**config.mk**
```make
export PLATFORM = sky130hd
export DESIGN_NAME = dcm_prog_ctrl_flat
export DESIGN_NICKNAME = d
export VERILOG_FILES = /design/src/rtl/dcm_prog_if.sv /design/src/rtl/dcm_prog_ctrl.sv /design/src/flat_wrapper.sv
export SDC_FILE = /design/constraint.sdc
export NUM_CORES = 1
export LEC_CHECK = 0
export ABC_AREA = 1
export BUFFER_PORTS_ARGS = -buffer_cell sky130_fd_sc_hd__buf_2
export CAP_MARGIN = 10
export CORE_ASPECT_RATIO = 2
export CORE_MARGIN = 1.5
export CORE_UTILIZATION = 57
export DETAILED_ROUTE_END_ITERATION = 10
export PLACE_DENSITY_LB_ADDON = 0.1
export SYNTH_ARGS = -nofsm -noshare
export SYNTH_HDL_FRONTEND = slang
export SYNTH_SLANG_ARGS = --single-unit
```
**constraint.sdc**
```tcl
create_clock -name clk -period 1.84 [get_ports clk]
set_clock_uncertainty 0.1 [all_clocks]
set_input_delay 0.184 -clock clk [delete_from_list [all_inputs] [get_ports clk]]
set_output_delay 0.184 -clock clk [all_outputs]
set_load 0.01 [all_outputs]
```
**src/rtl/dcm_prog_if.sv**
```systemverilog
// DCM_CLKGEN program-port sequencer bundle.
// Host/DCM side is master, sequencer is slave.
interface dcm_prog_if;
  logic       start;
  logic [7:0] m_minus1;
  logic [7:0] d_minus1;
  logic       progdone;
  logic       dcm_locked;
  logic       dcm_progdata;
  logic       dcm_progen;
  logic       pll_stop;
  logic       busy;
  logic       done;
  logic       error;

  modport master (
    output start, m_minus1, d_minus1,
    output progdone, dcm_locked,
    input  dcm_progdata, dcm_progen,
    input  pll_stop, busy, done, error
  );

  modport slave (
    input  start, m_minus1, d_minus1,
    input  progdone, dcm_locked,
    output dcm_progdata, dcm_progen,
    output pll_stop, busy, done, error
  );
endinterface

```
**src/rtl/dcm_prog_ctrl.sv**
```systemverilog
// DCM_CLKGEN M/D reprogram sequencer (LoadD, LoadM, Go).
// Optional wait-state watchdog: DCM_PROG_TIMEOUT_EN.
module dcm_prog_ctrl #(
  parameter int unsigned LOCK_STABLE = 16,
  parameter int unsigned TIMEOUT     = 65535
) (
  input  logic       clk,
  input  logic       reset,
  dcm_prog_if.slave  bus
);

  typedef enum logic [3:0] {
    IDLE, LOAD_D, GAP1, LOAD_M, GAP2,
    GO, WAIT_DONE, WAIT_LOCK, DONE_S
  } state_t;

  localparam logic [7:0] LS = LOCK_STABLE[7:0];

  state_t     state;
  logic [7:0] m_q;
  logic [7:0] d_q;
  logic [3:0] bcnt;
  logic [7:0] lcnt;
  logic       progen_q;
  logic       progdata_q;
  logic       pll_stop_q;
  logic       busy_q;
  logic       done_q;
  logic       error_q;
  logic [9:0] seq;

`ifdef DCM_PROG_TIMEOUT_EN
  localparam logic [15:0] TO_M1 = 16'(TIMEOUT - 1);
  logic [15:0] wd;
`endif

  // Command word being shifted out: opcode bits then value, LSB first.
  always_comb begin
    seq = {d_q, 2'b01};
    if (state == LOAD_M) seq = {m_q, 2'b11};
  end

  // Sequencer with registered program-port and status outputs.
  always_ff @(posedge clk or posedge reset) begin
    if (reset) begin
      state      <= IDLE;
      m_q        <= '0;
      d_q        <= '0;
      bcnt       <= '0;
      lcnt       <= '0;
      progen_q   <= 1'b0;
      progdata_q <= 1'b0;
      pll_stop_q <= 1'b1;
      busy_q     <= 1'b0;
      done_q     <= 1'b0;
      error_q    <= 1'b0;
`ifdef DCM_PROG_TIMEOUT_EN
      wd         <= '0;
`endif
    end else begin
      done_q <= 1'b0;
      unique case (state)
        IDLE: begin
          if (bus.start) begin
            m_q <= bus.m_minus1;
            d_q <= bus.d_minus1;
            if (bus.m_minus1 == 8'd0) begin
              error_q <= 1'b1;
            end else begin
              error_q    <= 1'b0;
              pll_stop_q <= 1'b1;
              busy_q     <= 1'b1;
              progen_q   <= 1'b1;
              progdata_q <= 1'b1;
              bcnt       <= 4'd1;
              state      <= LOAD_D;
            end
          end
        end
        LOAD_D, LOAD_M: begin
          if (bcnt == 4'd10) begin
            progen_q   <= 1'b0;
            progdata_q <= 1'b0;
            state      <= (state == LOAD_D) ? GAP1 : GAP2;
          end else begin
            progdata_q <= seq[bcnt];
            bcnt       <= bcnt + 4'd1;
          end
        end
        GAP1: begin
          progen_q   <= 1'b1;
          progdata_q <= 1'b1;
          bcnt       <= 4'd1;
          state      <= LOAD_M;
        end
        GAP2: begin
          progen_q   <= 1'b1;
          progdata_q <= 1'b0;
          state      <= GO;
        end
        GO: begin
          progen_q <= 1'b0;
          state    <= WAIT_DONE;
`ifdef DCM_PROG_TIMEOUT_EN
          wd       <= '0;
`endif
        end
        WAIT_DONE: begin
          if (bus.progdone) begin
            lcnt  <= '0;
            state <= WAIT_LOCK;
`ifdef DCM_PROG_TIMEOUT_EN
            wd    <= '0;
          end else if (wd == TO_M1) begin
            error_q <= 1'b1;
            busy_q  <= 1'b0;
            state   <= IDLE;
          end else begin
            wd <= wd + 16'd1;
`endif
          end
        end
        WAIT_LOCK: begin
          if (lcnt == LS) begin
            done_q <= 1'b1;
            state  <= DONE_S;
`ifdef DCM_PROG_TIMEOUT_EN
          end else if (wd == TO_M1) begin
            error_q <= 1'b1;
            busy_q  <= 1'b0;
            state   <= IDLE;
`endif
          end else begin
            lcnt <= bus.dcm_locked ? lcnt + 8'd1 : 8'd0;
`ifdef DCM_PROG_TIMEOUT_EN
            wd   <= wd + 16'd1;
`endif
          end
        end
        DONE_S: begin
          busy_q     <= 1'b0;
          pll_stop_q <= 1'b0;
          state      <= IDLE;
        end
        default: state <= IDLE;
      endcase
    end
  end

  assign bus.dcm_progen   = progen_q;
  assign bus.dcm_progdata = progdata_q;
  assign bus.pll_stop     = pll_stop_q;
  assign bus.busy         = busy_q;
  assign bus.done         = done_q;
  assign bus.error        = error_q;

endmodule

```
**src/flat_wrapper.sv**
```systemverilog
// flat-port wrapper written by rule: the top's interface ports become plain ports
module dcm_prog_ctrl_flat 
#(
  parameter int unsigned LOCK_STABLE = 16,
  parameter int unsigned TIMEOUT     = 65535
)
  (clk, reset, bus_start, bus_m_minus1, bus_d_minus1, bus_progdone, bus_dcm_locked, bus_dcm_progdata, bus_dcm_progen, bus_pll_stop, bus_busy, bus_done, bus_error);
  dcm_prog_if bus_i ();
  input  logic clk;
  input  logic reset;
  input wire logic [$bits(bus_i.start)-1:0] bus_start;
  input wire logic [$bits(bus_i.m_minus1)-1:0] bus_m_minus1;
  input wire logic [$bits(bus_i.d_minus1)-1:0] bus_d_minus1;
  input wire logic [$bits(bus_i.progdone)-1:0] bus_progdone;
  input wire logic [$bits(bus_i.dcm_locked)-1:0] bus_dcm_locked;
  output wire logic [$bits(bus_i.dcm_progdata)-1:0] bus_dcm_progdata;
  output wire logic [$bits(bus_i.dcm_progen)-1:0] bus_dcm_progen;
  output wire logic [$bits(bus_i.pll_stop)-1:0] bus_pll_stop;
  output wire logic [$bits(bus_i.busy)-1:0] bus_busy;
  output wire logic [$bits(bus_i.done)-1:0] bus_done;
  output wire logic [$bits(bus_i.error)-1:0] bus_error;
  assign bus_i.start = bus_start;
  assign bus_i.m_minus1 = bus_m_minus1;
  assign bus_i.d_minus1 = bus_d_minus1;
  assign bus_i.progdone = bus_progdone;
  assign bus_i.dcm_locked = bus_dcm_locked;
  assign bus_dcm_progdata = bus_i.dcm_progdata;
  assign bus_dcm_progen = bus_i.dcm_progen;
  assign bus_pll_stop = bus_i.pll_stop;
  assign bus_busy = bus_i.busy;
  assign bus_done = bus_i.done;
  assign bus_error = bus_i.error;
  dcm_prog_ctrl #(.LOCK_STABLE(LOCK_STABLE), .TIMEOUT(TIMEOUT)) u_core (.clk(clk), .reset(reset), .bus(bus_i));
endmodule
```
==> flow_summary_export.csv <==
group,metric,value,unit
min_path,min-delay-start,"bus_d_minus1[0]",
pwr,swShare,0.420,
critical_path,r2r_slack,0.12,ns
synth,synth.avg_cell_area,7.88,µm²
synth,ys_ff_latch,38,
global_routing,grt-ovfl-total,0,
global_routing,grt_pass1_wl,7870,µm
final_layout,drive_gt1_frac,0.231,
synth,yosysWarnings,0,
final_layout,area_growth,21.0,%
pwr,p_leak,1.28,nW
route,vias,1828,
sta,period_minus_slack,1.72,ns
critical_path,startpoint_type,"register",
route,postRouteAntennaNets,0,
route,wirelength,4680,µm
min_path,hold_path_end,"u_core.d_q[0]",
floorplanning,dieArea,3990,µm²
sta,setup_viol,0,
final_layout,post-route-util,0.726,
sta,layout_setup_ws,0.119,ns
synth,syn_inst,260,
route,drt_iter0_markers,56,
floorplanning,ios,27,
critical_path,worstPathArrival,1.83,ns
synth,yosys-top-cells-area,"dfrtp_1, nand2_1, inv_1",
final_layout,fin_nets,327,
global_routing,grt_antenna_before_repair,0,
pwr,p_per_area,1590,nW/µm²
synth,yosysUniqueCellTypes,29,
final_layout,final_common_cell,"nand2_1",
critical_path,cp-end-kind,"register",
pwr,p_clk_frac,0.178,
placement,gp_congestion,0.907,
critical_path,r2r-end,"u_core.lcnt[3]",
route,wl_per_cell,13.3,µm
sta,tightestPinTransition,0.645,ns
floorplanning,initial_core_util,0.600,
sta,fmax,0.581,GHz
synth,synth_top_cell_by_area,"dfrtp_1",
synth,syn_area,2050,µm²
pwr,p_switching,1.66,mW
sta,fin_crit_sh,0.935,
critical_path,reg2reg_from,"u_core.lcnt[0]",
synth,synth_top_area_frac,0.452,
final_layout,antenna_cells,0,
sta,finalMaxSlewViolations,0,
clock_network,cts.sinks,38,
synth,synth_nets,285,
min_path,hp-class,"input pin to register",
floorplanning,rows,30,
floorplanning,dieWidth,45.4,µm
clock_network,cts_tree,"yes",
synth,seq_area_frac_synth,0.465,
route,post-route-drc-count,0,
placement,place_area,2290,µm²
final_layout,final_area,2480,µm²
pwr,p_int,2.28,mW
final_layout,final_cell_mix,"nand2_1, inv_1, dfrtp_1",
clock_network,cts_root_buf,"clkbuf_8",
placement,pre_cts_ws,0.0738,ns
sta,slew_headroom,0.569,
clock_network,cts_buffer_depth,2,
min_path,worstHoldPathCells,2,
placement,dp_hpwl,3480,µm
pwr,ir_worst_vdd,0.000918,V
pwr,pwr-share-comb,0.458,
global_routing,grt_usage,0.269,
placement,io_buffers,26,
sta,hold_viol,0,
global_routing,grt_pass1_vias,1914,
run,max_cap_viol_count,0,
clock_network,cts_buffers,5,
clock_network,cts.clk_slew.worst_paths,0.07,ns
floorplanning,fp.dieH,87.8,µm
run_status,status,"finished clean",
route,drt_pre_antenna_iters,4,
critical_path,reg2regPathDepth,8,
route,avgViaCountPerCell,5.21,
pwr,share_seq_of_total_power,0.365,
critical_path,crit_type,"register to register",
critical_path,cp_max_fo,6,
floorplanning,core_area,3420,µm²
critical_path,required,1.95,ns
global_routing,grt_start_max_net_pins,27,
clock_network,htree_levels,2,
clock_network,clk_latency,0.29,ns
cell type report:
type                       instances  area (µm²)
tap                               48        60.1
clock buffer                       5        68.8
fill                             294         936
timing repair buffer              38         235
clock inverter                     3        40.0
sequential                        38         955
inverter                          51         191
multi-input combinational        168         930
synth_stat cells (all sizes together):
master and count:
a31oi 2, xor2 1, a21oi 7, clkbuf 2, nor2 26, ha 4, dfstp 1, a22oi 2
nand2 52, buf 2, mux2 4, nor4 2, o22ai 1, o31ai 3, nand3b 1, o21ai 28
xnor2 1, dfrtp 37, inv 51, nor3 2, nand4 7, nand3 24
stage by stage:
step / setup TNS (ns) / total power [mW] / hold WS, ns / instances
6_report: 0 / 3.94 / 0.0164 / 351
5_1_grt: -0.00800 / 4.29 / 0.0160 / 351
4_1_cts: 0 / 3.82 / 0.0144 / 348
3_5_place_dp: 0 / 3.10 / 0.192 / 339
3_3_place_gp: 0 / 3.06 / 0.187 / 339
2_1_floorplan: 0 / 2.62 / 0.234 / 260
flip-flops by register name, indices dropped and copies added, names as in the netlist:
name and cells:
u_core.bcnt 4, u_core.bus.error 1, u_core.state 4, u_core.lcnt 8, u_core.bus.dcm_progen 1, u_core.bus.pll_stop 1
u_core.bus.busy 1, u_core.bus.done 1, u_core.bus.dcm_progdata 1, u_core.d_q 8, u_core.m_q 8
cells by family after synthesis:
logic type,Yosys count,synth area share
DFF,38,0.465
buffers and inverters,55,0.108
adders and majority gates,4,0.0244
AOI/OAI and AO/OA,43,0.115
xor gates and xnor gates,2,0.00855
muxes,4,0.0220
and+or+nand+nor,114,0.258
repair_timing:
item,4_1_cts,5_1_grt
hold buffers,1,0
buffers inserted,0,2
setup endpoints to repair,0,9
gates resized for setup,0,14
hold endpoints to repair,12,0
power groups by stage:
stage	logic, mW	registers [mW]	clock network, mW
2_1_floorplan	1.21	1.41	0
3_3_place_gp	1.65	1.41	0
3_5_place_dp	1.68	1.42	0
4_1_cts	1.69	1.41	0.711
5_1_grt	2.06	1.48	0.747
6_report	1.80	1.44	0.700
routing by layer:
metal | vias to the layer above | wire [µm] | global-route usage | part of all wire
met3 | 20 | 94 | 0.0371 | 0.020
met1 | 852 | 1680 | 0.264 | 0.36
met2 | 37 | 2650 | 0.497 | 0.57
met5 | - | 0 | 0 | 0
li1 | 919 | - | - | -
met4 | 0 | 249 | 0.155 | 0.053
how the worst max path moves through the flow:
stage                              end  slack [ns]             from
5_1_grt                 u_core.lcnt[2]      -0.008  u_core.state[2]
3_3_place_gp   u_core.bus.dcm_progdata        0.05  u_core.state[1]
6_report                u_core.lcnt[3]        0.12   u_core.lcnt[0]
3_5_place_dp   u_core.bus.dcm_progdata        0.07  u_core.state[0]
2_1_floorplan           u_core.lcnt[2]        0.18   u_core.lcnt[0]
4_1_cts        u_core.bus.dcm_progdata        0.03  u_core.state[1]
critical path: stages, from the launching register on:
cell and delay, ns:
dfrtp_1 0.41, inv_2 0.08, ha_1 0.14, nand3_1 0.11
nor3_2 0.24, nor2_4 0.06, a31oi_4 0.23, nor2_4 0.09
o21ai_0 0.18
(Power assumes the default switching activity.)
